--- src/rtl/acc_cpu_controller.sv ---
// Multi-cycle control FSM for the accumulator CPU.
// Registered strobes: fetch handshake, flags, halt/resume, illegal-op pulse.
module acc_cpu_controller #(
  parameter int ARGW    = 4,
  parameter int ALUSELW = 4
) (
  input  logic               clk,
  input  logic               reset,
  input  logic [ARGW+3:0]    instr,
  input  logic               instr_valid,
  input  logic               alu_zero,
  input  logic               alu_carry,
  input  logic               resume,
  output logic               load_ir,
  output logic               inc_pc,
  output logic               load_pc,
  output logic               sel_pc,
  output logic               load_reg,
  output logic               dump_reg,
  output logic               load_acc,
  output logic [1:0]         sel_acc,
  output logic [ALUSELW-1:0] sel_alu,
  output logic [ARGW-1:0]    imm_data,
  output logic [ARGW-1:0]    reg_num,
  output logic               zero_flag,
  output logic               carry_flag,
  output logic               halted,
  output logic               illegal_op
);

  localparam logic [2:0] S_FETCH  = 3'd0;
  localparam logic [2:0] S_DECODE = 3'd1;
  localparam logic [2:0] S_EXEC   = 3'd2;
  localparam logic [2:0] S_WB     = 3'd3;
  localparam logic [2:0] S_HALT   = 3'd4;

  localparam logic [ALUSELW-1:0] A_ADD = ALUSELW'(4'b0000);
  localparam logic [ALUSELW-1:0] A_SUB = ALUSELW'(4'b0001);
  localparam logic [ALUSELW-1:0] A_NOR = ALUSELW'(4'b1000);
  localparam logic [ALUSELW-1:0] A_SHR = ALUSELW'(4'b1100);
  localparam logic [ALUSELW-1:0] A_SHL = ALUSELW'(4'b1101);

  logic [2:0]         r_state;
  logic [3:0]         r_op;
  logic [ARGW-1:0]    r_arg;
  logic               r_load_ir;
  logic               r_inc_pc;
  logic               r_load_pc;
  logic               r_sel_pc;
  logic               r_load_reg;
  logic               r_dump_reg;
  logic               r_load_acc;
  logic [1:0]         r_sel_acc;
  logic [ALUSELW-1:0] r_sel_alu;
  logic [ARGW-1:0]    r_imm;
  logic [ARGW-1:0]    r_reg;
  logic               r_zf;
  logic               r_cf;
  logic               r_halted;
  logic               r_illegal;

  always_ff @(posedge clk or negedge reset) begin
    if (!reset) begin
      r_state    <= S_FETCH;
      r_op       <= '0;
      r_arg      <= '0;
      r_load_ir  <= 1'b0;
      r_inc_pc   <= 1'b0;
      r_load_pc  <= 1'b0;
      r_sel_pc   <= 1'b0;
      r_load_reg <= 1'b0;
      r_dump_reg <= 1'b0;
      r_load_acc <= 1'b0;
      r_sel_acc  <= 2'b00;
      r_sel_alu  <= '0;
      r_imm      <= '0;
      r_reg      <= '0;
      r_zf       <= 1'b0;
      r_cf       <= 1'b0;
      r_halted   <= 1'b0;
      r_illegal  <= 1'b0;
    end else begin
      // Strobes and selects default low; each state raises what it needs.
      r_load_ir  <= 1'b0;
      r_inc_pc   <= 1'b0;
      r_load_pc  <= 1'b0;
      r_sel_pc   <= 1'b0;
      r_load_reg <= 1'b0;
      r_dump_reg <= 1'b0;
      r_load_acc <= 1'b0;
      r_sel_acc  <= 2'b00;
      r_sel_alu  <= '0;
      r_illegal  <= 1'b0;
      unique case (r_state)
        S_FETCH: begin
          if (instr_valid) begin
            r_load_ir <= 1'b1;
            r_op      <= instr[ARGW+3 -: 4];
            r_arg     <= instr[ARGW-1:0];
            r_state   <= S_DECODE;
          end
        end
        S_DECODE: begin
          r_reg   <= r_arg;
          r_imm   <= r_arg;
          r_state <= S_EXEC;
        end
        S_EXEC: begin
          r_state <= S_FETCH;
          unique case (r_op)
            4'b0000: r_inc_pc <= 1'b1;
            4'b0001: begin
              r_dump_reg <= 1'b1;
              r_sel_alu  <= A_ADD;
              r_state    <= S_WB;
            end
            4'b0010: begin
              r_dump_reg <= 1'b1;
              r_sel_alu  <= A_SUB;
              r_state    <= S_WB;
            end
            4'b0011: begin
              r_dump_reg <= 1'b1;
              r_sel_alu  <= A_NOR;
              r_state    <= S_WB;
            end
            4'b1100: begin
              r_sel_alu <= A_SHR;
              r_state   <= S_WB;
            end
            4'b1011: begin
              r_sel_alu <= A_SHL;
              r_state   <= S_WB;
            end
            4'b0100: begin
              r_dump_reg <= 1'b1;
              r_load_acc <= 1'b1;
              r_sel_acc  <= 2'b01;
              r_inc_pc   <= 1'b1;
            end
            4'b0101: begin
              r_load_reg <= 1'b1;
              r_inc_pc   <= 1'b1;
            end
            4'b1101: begin
              r_load_acc <= 1'b1;
              r_inc_pc   <= 1'b1;
            end
            4'b0110, 4'b0111: begin
              if (r_zf) begin
                r_load_pc <= 1'b1;
                r_sel_pc  <= r_op[0];
              end else begin
                r_inc_pc  <= 1'b1;
              end
            end
            4'b1000, 4'b1010: begin
              if (r_cf) begin
                r_load_pc <= 1'b1;
                r_sel_pc  <= r_op[1];
              end else begin
                r_inc_pc  <= 1'b1;
              end
            end
            4'b1111: begin
              r_halted <= 1'b1;
              r_state  <= S_HALT;
            end
            default: begin
              r_illegal <= 1'b1;
              r_inc_pc  <= 1'b1;
            end
          endcase
        end
        S_WB: begin
          r_load_acc <= 1'b1;
          r_sel_acc  <= 2'b10;
          r_sel_alu  <= r_sel_alu;
          r_inc_pc   <= 1'b1;
          r_zf       <= alu_zero;
          r_cf       <= alu_carry;
          r_state    <= S_FETCH;
        end
        S_HALT: begin
          if (resume) begin
            r_inc_pc <= 1'b1;
            r_halted <= 1'b0;
            r_state  <= S_FETCH;
          end
        end
        default: r_state <= S_FETCH;
      endcase
    end
  end

  assign load_ir    = r_load_ir;
  assign inc_pc     = r_inc_pc;
  assign load_pc    = r_load_pc;
  assign sel_pc     = r_sel_pc;
  assign load_reg   = r_load_reg;
  assign dump_reg   = r_dump_reg;
  assign load_acc   = r_load_acc;
  assign sel_acc    = r_sel_acc;
  assign sel_alu    = r_sel_alu;
  assign imm_data   = r_imm;
  assign reg_num    = r_reg;
  assign zero_flag  = r_zf;
  assign carry_flag = r_cf;
  assign halted     = r_halted;
  assign illegal_op = r_illegal;

endmodule
--- config.mk ---
export PLATFORM = sky130hd
export DESIGN_NAME = acc_cpu_controller
export DESIGN_NICKNAME = d
export VERILOG_FILES = /design/src/rtl/acc_cpu_controller.sv
export SDC_FILE = /design/constraint.sdc
export NUM_CORES = 1
export LEC_CHECK = 0
export ABC_AREA = 1
export CORE_MARGIN = 4
export CORE_UTILIZATION = 45
export DETAILED_ROUTE_END_ITERATION = 8
export GPL_TIMING_DRIVEN = 1
export PLACE_DENSITY = 0.79
export SETUP_SLACK_MARGIN = 0.2
export SYNTH_ARGS = -nofsm -noshare
export SYNTH_HDL_FRONTEND = slang
export SYNTH_SLANG_ARGS = --single-unit
export TNS_END_PERCENT = 100
--- constraint.sdc ---
create_clock -name clk -period 3.1 [get_ports clk]
set_input_delay 0.62 -clock clk [delete_from_list [all_inputs] [get_ports clk]]
set_output_delay 0.62 -clock clk [all_outputs]
set_load 0.05 [all_outputs]
==> results of run 1 <==
## metrics by stage
step | area, sq um | power (W)
floorplan | 1363 | 0.001390
global placement | 1725 | 0.001645
detailed placement | 1725 | 0.001679
CTS | 1778 | 0.001903
global route | 1778 | 0.002030
finish | 1778 | 0.001891
## area by class of cell
cell class / instances / area share
repair buffers: 38 / 0.2125
flip-flops and latches: 31 / 0.4363
inverters: 20 / 0.04222
multi-input cells: 102 / 0.2576
well taps: 31 / 0.02182
clock inverters: 3 / 0.008445
clock buffers: 5 / 0.02111
## metal layers
layer | GRT usage | vias to the layer above | part of all wire
met1 | 0.2007 | 504 | 0.43
met5 | 0 | - | 0
met3 | 0.05935 | 9 | 0.061
met4 | 0.1047 | 0 | 0.033
li1 | - | 574 | -
met2 | 0.2754 | 37 | 0.48
## Yosys cell counts
master / number / area (sq um)
nand3b_1: 1 / 7.510
nand3_1: 11 / 55.05
nand2_1: 50 / 187.7
inv_2: 2 / 7.510
buf_6: 1 / 11.26
nand3_2: 1 / 10.01
o21ai_0: 14 / 70.07
nor2_2: 1 / 6.260
buf_2: 1 / 5.000
o21ai_1: 1 / 5.000
conb_1: 1 / 3.750
a22o_1: 1 / 8.760
a31oi_1: 2 / 12.51
inv_1: 18 / 67.56
dfrtp_1: 31 / 775.7
buf_4: 5 / 37.54
nor3_1: 1 / 5.000
nand4_1: 2 / 12.51
nor3_4: 1 / 16.27
nor2_1: 14 / 52.55
a21oi_1: 1 / 5.000
## path summary, 6_finish.rpt
path | from | to | cells after the start
max | carry_flag | carry_flag | 1
min | halted | halted | 2
max reg2reg | r_op[1] | inc_pc | 9
min reg2reg | halted | halted | 2
max in group asynchronous | reset | r_op[2] | 2
min in group asynchronous | reset | load_acc | 2
## cells by family after synthesis
group           after synthesis
compound gates               19
other cells                   1
flops                        31
simple gates                 82
buf+inv                      27
## power by group
part           leakage (nW)  switching, W  internal [W]  total [W]
registers             0.403      0.000116      0.000544   0.000660
logic                 0.460      0.000695      0.000310    0.00100
clock network        0.0347      0.000142     0.0000841   0.000226
total                 0.897      0.000953      0.000938    0.00189
## cells in the final DEF, fill, tap and decap left out
master           synthesis  final
buf_4                    5      1
clkbuf_4                 0      5
clkinv_2                 0      3
inv_1                   18     18
o21ai_1                  1      1
nand3_1                 11     11
a22o_1                   1      1
nand3_2                  1      1
nor3_1                   1      1
o21ai_0                 14     14
nor2_2                   1      1
conb_1                   1      1
nand4_1                  2      2
nand2_1                 50     50
nor3_4                   1      1
dfrtp_1                 31     31
clkdlybuf4s50_1          0     37
a31oi_1                  2      2
nand3b_1                 1      1
a21oi_1                  1      1
inv_2                    2      2
nor2_1                  14     14
==> qor.yml, run 1 <==
timing:
  slew_headroom: 0.6580
  fin_hold_ws_ns: 0.4877
  setup_viol: 0
  tightest_slew_ns: 0.5114
  fin_skew_ns: 0.01044
  min_period_ns: 2.195
  slew_viol_final: 0
  clock.fmax_mhz: 455.5
  setup_tns_ns: 0
  finalCritPeriodShare: 0.7082
  rsz0062_at_grt: "no"
  finalWorstSetupSlack_ns: 0.9046
  hold_viol_final: 0
floorplan:
  fp.dieArea_sq_mm: 0.003972
  start_util: 0.4816
  die_h_microns: 63.03
  num_rows: 19
  coreArea_sq_mm: 0.002829
  die_width_microns: 63.03
  ios: 39
clocking:
  holdBufCountCts: 0
  clockBufferDepth: 2
  cts_resized: 0
  cts_tree: "done"
  cts_buffers: 5
  cts-root-buf: "clkbuf_4"
  clk_pin_slew_ns: 0.10
  cts.sinks: 31
  post_cts_buffers: 0
  clk_latency_ns: 0.34
  htree_levels: 2
critical_path:
  cp_top_family: "buffers and inverters"
  max_stage_delay_ns: 0.82
  crit_path_cell_trace: "clkdlybuf4s50_1"
  reg2reg_setup_slack_ns: 1.79
  start_kind: "flop"
  cp.required_ns: 2.48
  crit_type: "reg -> out"
  arrival_ns: 1.58
  critical_path.max_fanout: 5
  worst-path-buf-inv: 1
  cp-end-kind: "primary output"
  critical-path-slowest-cell: "clkdlybuf4s50_1"
global_routing:
  grt_max_degree: 32
  overflow: 0
  antenna_found_initial: 0
  grt_pass1_wl_microns: 5292
  grt_usage: 0.1735
  grt_pass1_vias: 1185
yosys:
  synth-warning-count: 0
  synthesis.nets: 174
  synth-xor-area-share: 0
  syn_area_per_cell_sq_um: 8.516
  ys_ff_latch: 31
  synth_compound_area_frac: 0.07438
  ys_types: 21
  synth_simple_gate_area_frac: 0.2590
  yosysSeqAreaShare: 0.5693
  synth_mux_area_frac: 0
  syn_inst: 160
  synth_area_sq_mm: 0.001363
  synth_top_family_by_area: "simple AND/OR/NAND/NOR gates"
  synth_fa_ha_area_frac: 0
detailed_routing:
  routed_wirelength_microns: 2936
  routedWlPerCell_microns: 12.77
  viasPerCell: 4.887
  drt_iter0_drc: 67
  drcViolationCount: 0
  drtAntennaViolNets: 0
  num_vias: 1124
  drtPass1Iterations: 4
finish:
  instances_no_fill: 230
  antenna_cells: 0
  multiInputGateArea_sq_um: 457.9
  final_core_util: 0.6285
  fillers: 234
  drive_gt1_frac: 0.07035
  area_growth_pct: 30.49
  nets: 212
  regArea_sq_um: 775.7
hold_path:
  hold_class: "reg -> reg"
place:
  dp_hpwl_microns: 2255
  port_buffers: 37
  dp_cells: 222
  dp_slack_ns: 1.260
  gp_congestion: 0.8758
flow_run:
  maxCapViolations: 0
power_and_ir_drop:
  p_leak_nw: 0.8971
  power_density_mw_per_mm2: 1064
  irDropWorstVdd_uv: 408.6
status:
  status: "finished clean"
Power figures use the tool's default switching activity.
==> inputs of run 2 (changes only) <==
==> constraint.sdc (replaced) <==
create_clock -name clk -period 2.14 [get_ports clk]
set_input_delay 0.428 -clock clk [delete_from_list [all_inputs] [get_ports clk]]
set_output_delay 0.428 -clock clk [all_outputs]
set_load 0.05 [all_outputs]
==> qor.yml, run 2 (same netlist as run 1, synthesis figures left out) <==
status:
  status: "finished clean"
detailed_routing:
  routed_wirelength_microns: 2953
  routedWlPerCell_microns: 12.84
  num_vias: 1143
  drtPass1Iterations: 4
  drt_iter0_drc: 88
  drcViolationCount: 0
  viasPerCell: 4.970
  drtAntennaViolNets: 0
critical_path:
  r2r_start: "r_state[2]"
  regToRegEndpoint: "load_reg"
  max_stage_delay_ns: 0.80
  r2r_cells: 3
  start_kind: "flop"
  reg2reg_setup_slack_ns: 0.84
  cp_top_family: "buffers and inverters"
  startpoint: "illegal_op"
  crit_path_cell_trace: "clkdlybuf4s50_1"
  cp-end-kind: "primary output"
  worst-path-buf-inv: 1
  critical_path.max_fanout: 1
  cp.required_ns: 1.71
  crit_type: "reg -> out"
  critical-path-slowest-cell: "clkdlybuf4s50_1"
  arrival_ns: 1.46
timing:
  slew_viol_final: 0
  tightest_slew_ns: 0.5100
  finalCritPeriodShare: 0.8827
  setup_viol: 0
  fin_hold_ws_ns: 0.4676
  rsz0062_at_grt: "no"
  min_period_ns: 1.889
  setup_tns_ns: 0
  finalWorstSetupSlack_ns: 0.2510
  fin_skew_ns: 0.01198
  slew_headroom: 0.6594
  hold_viol_final: 0
  clock.fmax_mhz: 529.4
floorplan:
  ios: 39
  num_rows: 19
  coreArea_sq_mm: 0.002829
  die_width_microns: 63.03
  die_h_microns: 63.03
  fp.dieArea_sq_mm: 0.003972
  start_util: 0.4816
clocking:
  htree_levels: 2
  cts-root-buf: "clkbuf_4"
  clk_pin_slew_ns: 0.10
  cts_buffers: 5
  clockBufferDepth: 2
  cts.sinks: 31
  clk_latency_ns: 0.33
  holdBufCountCts: 0
  cts_tree: "done"
power_and_ir_drop:
  p_leak_nw: 1.044
  power_density_mw_per_mm2: 1519
  irDropWorstVdd_uv: 816.8
global_routing:
  antenna_found_initial: 0
  grt_usage: 0.1683
  grt_max_degree: 32
  grt_pass1_vias: 1200
  overflow: 0
  grt_pass1_wl_microns: 5306
place:
  dp_hpwl_microns: 2245
  port_buffers: 37
  dp_slack_ns: 0.4899
  gp_congestion: 0.8757
  postPlaceCellArea_sq_mm: 0.001725
finish:
  regArea_sq_um: 775.7
  antenna_cells: 0
  nets: 212
  final_common_cell: "nand2_1"
  area_growth_pct: 32.05
  mostFrequentLayoutCells: "nand2_1 (50), dfrtp_1 (31), clkdlybuf4s50_1 (20)"
  multiInputGateArea_sq_um: 457.9
  fillers: 241
  drive_gt1_frac: 0.06533
  postLayoutCellArea_sq_mm: 0.001799
flow_run:
  maxCapViolations: 0
hold_path:
  hold_class: "in -> async"
-- run 2: changes by cell type in the layout (fill, tap and decap cells not counted), sizes merged --
| cell | before | now |
|---|---|---|
| clkdlybuf4s50 | 37 | 20 |
| dlygate4sd2 | 0 | 10 |
| dlymetal6s2s | 0 | 7 |
| clkbuf | 5 | 8 |
| clkinv | 3 | 0 |
-- run 2: worst max-delay path by stage --
stage | end | slack (ns) | cells past startpoint
after global routing | sel_acc[0] | 0.21 | 1
after global placement | carry_flag | 0.52 | 1
after CTS | sel_alu[3] | 0.20 | 1
after floorplan | reg_num[0] | 0.81 | 1
final | illegal_op | 0.25 | 1
after detailed placement | carry_flag | 0.49 | 1
-- run 2: stage by stage --
stage	util	power (W)	cells
2_1_floorplan	-	0.002013	160
3_3_place_gp	0.6099	0.002382	222
3_5_place_dp	0.6099	0.002430	222
4_1_cts	0.6298	0.002753	230
5_1_grt	0.6360	0.002919	230
6_report	0.6360	0.002733	230
-- run 2: layout make-up --
class                           count  area share
Tap cell                           31     0.02156
Timing Repair Buffer               38      0.2128
Clock buffer                        8     0.03825
Multi-Input combinational cell    102      0.2545
Sequential cell                    31      0.4312
Inverter                           20     0.04172
-- run 2: layer usage --
metal,GRT usage,up-vias,part of all wire
met3,0.05036,6,0.053
met5,0,-,0
met2,0.2872,33,0.49
li1,-,572,-
met1,0.1965,532,0.44
met4,0.06612,0,0.018
-- run 2: power breakdown --
part           internal (W)  switching [W]  leakage (nW)  total [W]
registers          0.000788       0.000167         0.403   0.000954
clock network      0.000193       0.000190        0.0386   0.000383
logic              0.000387        0.00101         0.603    0.00140
-- run 2: what timing repair did --
action,CTS,global route
resized for setup,10,7
gates cloned,0,0
buffers inserted,0,0
endpoints found under the setup margin,10,7
==> inputs of run 3 (changes only) <==
--- a/config.mk
+++ b/config.mk
@@ -7,10 +7,10 @@
 export LEC_CHECK = 0
 export ABC_AREA = 1
 export CORE_MARGIN = 4
-export CORE_UTILIZATION = 45
+export CORE_UTILIZATION = 46
 export DETAILED_ROUTE_END_ITERATION = 8
 export GPL_TIMING_DRIVEN = 1
-export PLACE_DENSITY = 0.79
+export PLACE_DENSITY = 0.81
 export SETUP_SLACK_MARGIN = 0.2
 export SYNTH_ARGS = -nofsm -noshare
 export SYNTH_HDL_FRONTEND = slang
==> qor.yml, run 3 (same netlist as run 1, synthesis figures left out) <==
status:
  status: "finished clean"
detailed_routing:
  drt_iter0_drc: 54
  drtAntennaViolNets: 0
  drtPass1Iterations: 4
  viasPerCell: 5.026
  drcViolationCount: 0
  num_vias: 1156
  routed_wirelength_microns: 2911
  routedWlPerCell_microns: 12.66
critical_path:
  critical-path-slowest-cell: "clkdlybuf4s50_1"
  cp-end-kind: "primary output"
  max_stage_delay_ns: 0.81
  cp.required_ns: 1.71
  crit_type: "reg -> out"
  crit_path_cell_trace: "clkdlybuf4s50_1"
  critical_path.max_fanout: 1
  cp_top_family: "buffers and inverters"
  start_kind: "flop"
  arrival_ns: 1.46
  worst-path-buf-inv: 1
timing:
  setup_viol: 0
  setup_tns_ns: 0
  clock.fmax_mhz: 528.9
  tightest_slew_ns: 0.5229
  hold_viol_final: 0
  slew_headroom: 0.6503
  slew_viol_final: 0
  min_period_ns: 1.891
  rsz0062_at_grt: "no"
  fin_skew_ns: 0.006074
  finalCritPeriodShare: 0.8836
place:
  postPlaceCellArea_sq_mm: 0.001725
  dp_hpwl_microns: 2163
  port_buffers: 37
  gp_congestion: 0.9089
finish:
  area_growth_pct: 31.50
  mostFrequentLayoutCells: "nand2_1 (50), dfrtp_1 (31), clkdlybuf4s50_1 (23)"
  drive_gt1_frac: 0.06533
  nets: 212
  antenna_cells: 0
  postLayoutCellArea_sq_mm: 0.001792
  final_common_cell: "nand2_1"
power_and_ir_drop:
  power_switching_w: 0.001360
  pwr-share-seq: 0.349
  netSwitchingFraction: 0.4983
  intPower_w: 0.001369
  comb_power_share: 0.512
  irDropWorstVdd_uv: 535.7
  clkPwrFrac: 0.138
  p_leak_nw: 0.9931
  power_density_mw_per_mm2: 1523
floorplan:
  num_rows: 19
  die_width_microns: 62.43
  start_util: 0.4857
  die_h_microns: 62.43
  coreArea_sq_mm: 0.002805
  ios: 39
  fp.dieArea_sq_mm: 0.003897
hold_path:
  hold_class: "in -> async"
clocking:
  post_cts_buffers: 0
  cts_tree: "done"
  clk_pin_slew_ns: 0.09
  clk_latency_ns: 0.32
  cts.sinks: 31
  cts_buffers: 5
  cts-root-buf: "clkbuf_4"
  holdBufCountCts: 0
  clockBufferDepth: 2
  htree_levels: 2
global_routing:
  overflow: 0
  grt_pass1_wl_microns: 5071
  grt_pass1_vias: 1123
  antenna_found_initial: 0
  grt_max_degree: 32
  grt_usage: 0.1624
flow_run:
  maxCapViolations: 0
[run 3: metrics by stage]
step	std cells	worst slack (ns)	total power, W	util	hold WS, ns
global placement	222	0.5138	0.002383	0.6151	0.4648
detailed placement	222	0.4903	0.002427	0.6151	0.4875
CTS	230	0.2041	0.002756	0.6351	0.4921
floorplan	160	0.8082	0.002013	-	0.1324
finish	230	0.2491	0.002730	0.6387	0.4935
global route	230	0.2038	0.002918	0.6387	0.5374
[run 3: layout make-up]
class                           count  area (sq um)
Clock buffer                        8         68.82
Fill cell                         249          1013
Inverter                           20         75.07
Multi-Input combinational cell    102         457.9
Sequential cell                    31         775.7
Tap cell                           31         38.79
Timing Repair Buffer               38         375.4
[run 3: path summary, 6_finish.rpt]
kind / from / depth (start not counted) / slack (ns) / endpoint
worst max-delay path: load_acc / 1 / 0.25 / load_acc
worst min-delay path: reset / 2 / 0.49 / carry_flag
worst max register to register: r_state[2] / 5 / 0.84 / r_state[0]
worst min register to register: halted / 2 / 0.51 / halted
max in group asynchronous: reset / 2 / 1.36 / r_op[0]
min in group clk: halted / 2 / 0.51 / halted
[run 3: power by group through the flow]
stage / combinational [W] / clock [W] / sequential, W
3_5_place_dp: 0.00146 / 0 / 0.000969
4_1_cts: 0.00141 / 0.000394 / 0.000954
3_3_place_gp: 0.00143 / 0 / 0.000951
2_1_floorplan: 0.000701 / 0 / 0.00131
5_1_grt: 0.00152 / 0.000420 / 0.000979
6_report: 0.00140 / 0.000378 / 0.000954
[run 3: layer usage]
metal | global-route usage | wire length, microns | up-vias
li1 | - | - | 578
met1 | 0.1846 | 1209 | 531
met2 | 0.2916 | 1487 | 39
met3 | 0.03237 | 155 | 8
met4 | 0.07438 | 58 | 0
met5 | 0 | 0 | -
[run 3: timing repair]
action,in CTS,in global routing
endpoints found under the setup margin,10,4
hold endpoints to repair,0,0
resized for setup,10,4
cloned,0,0
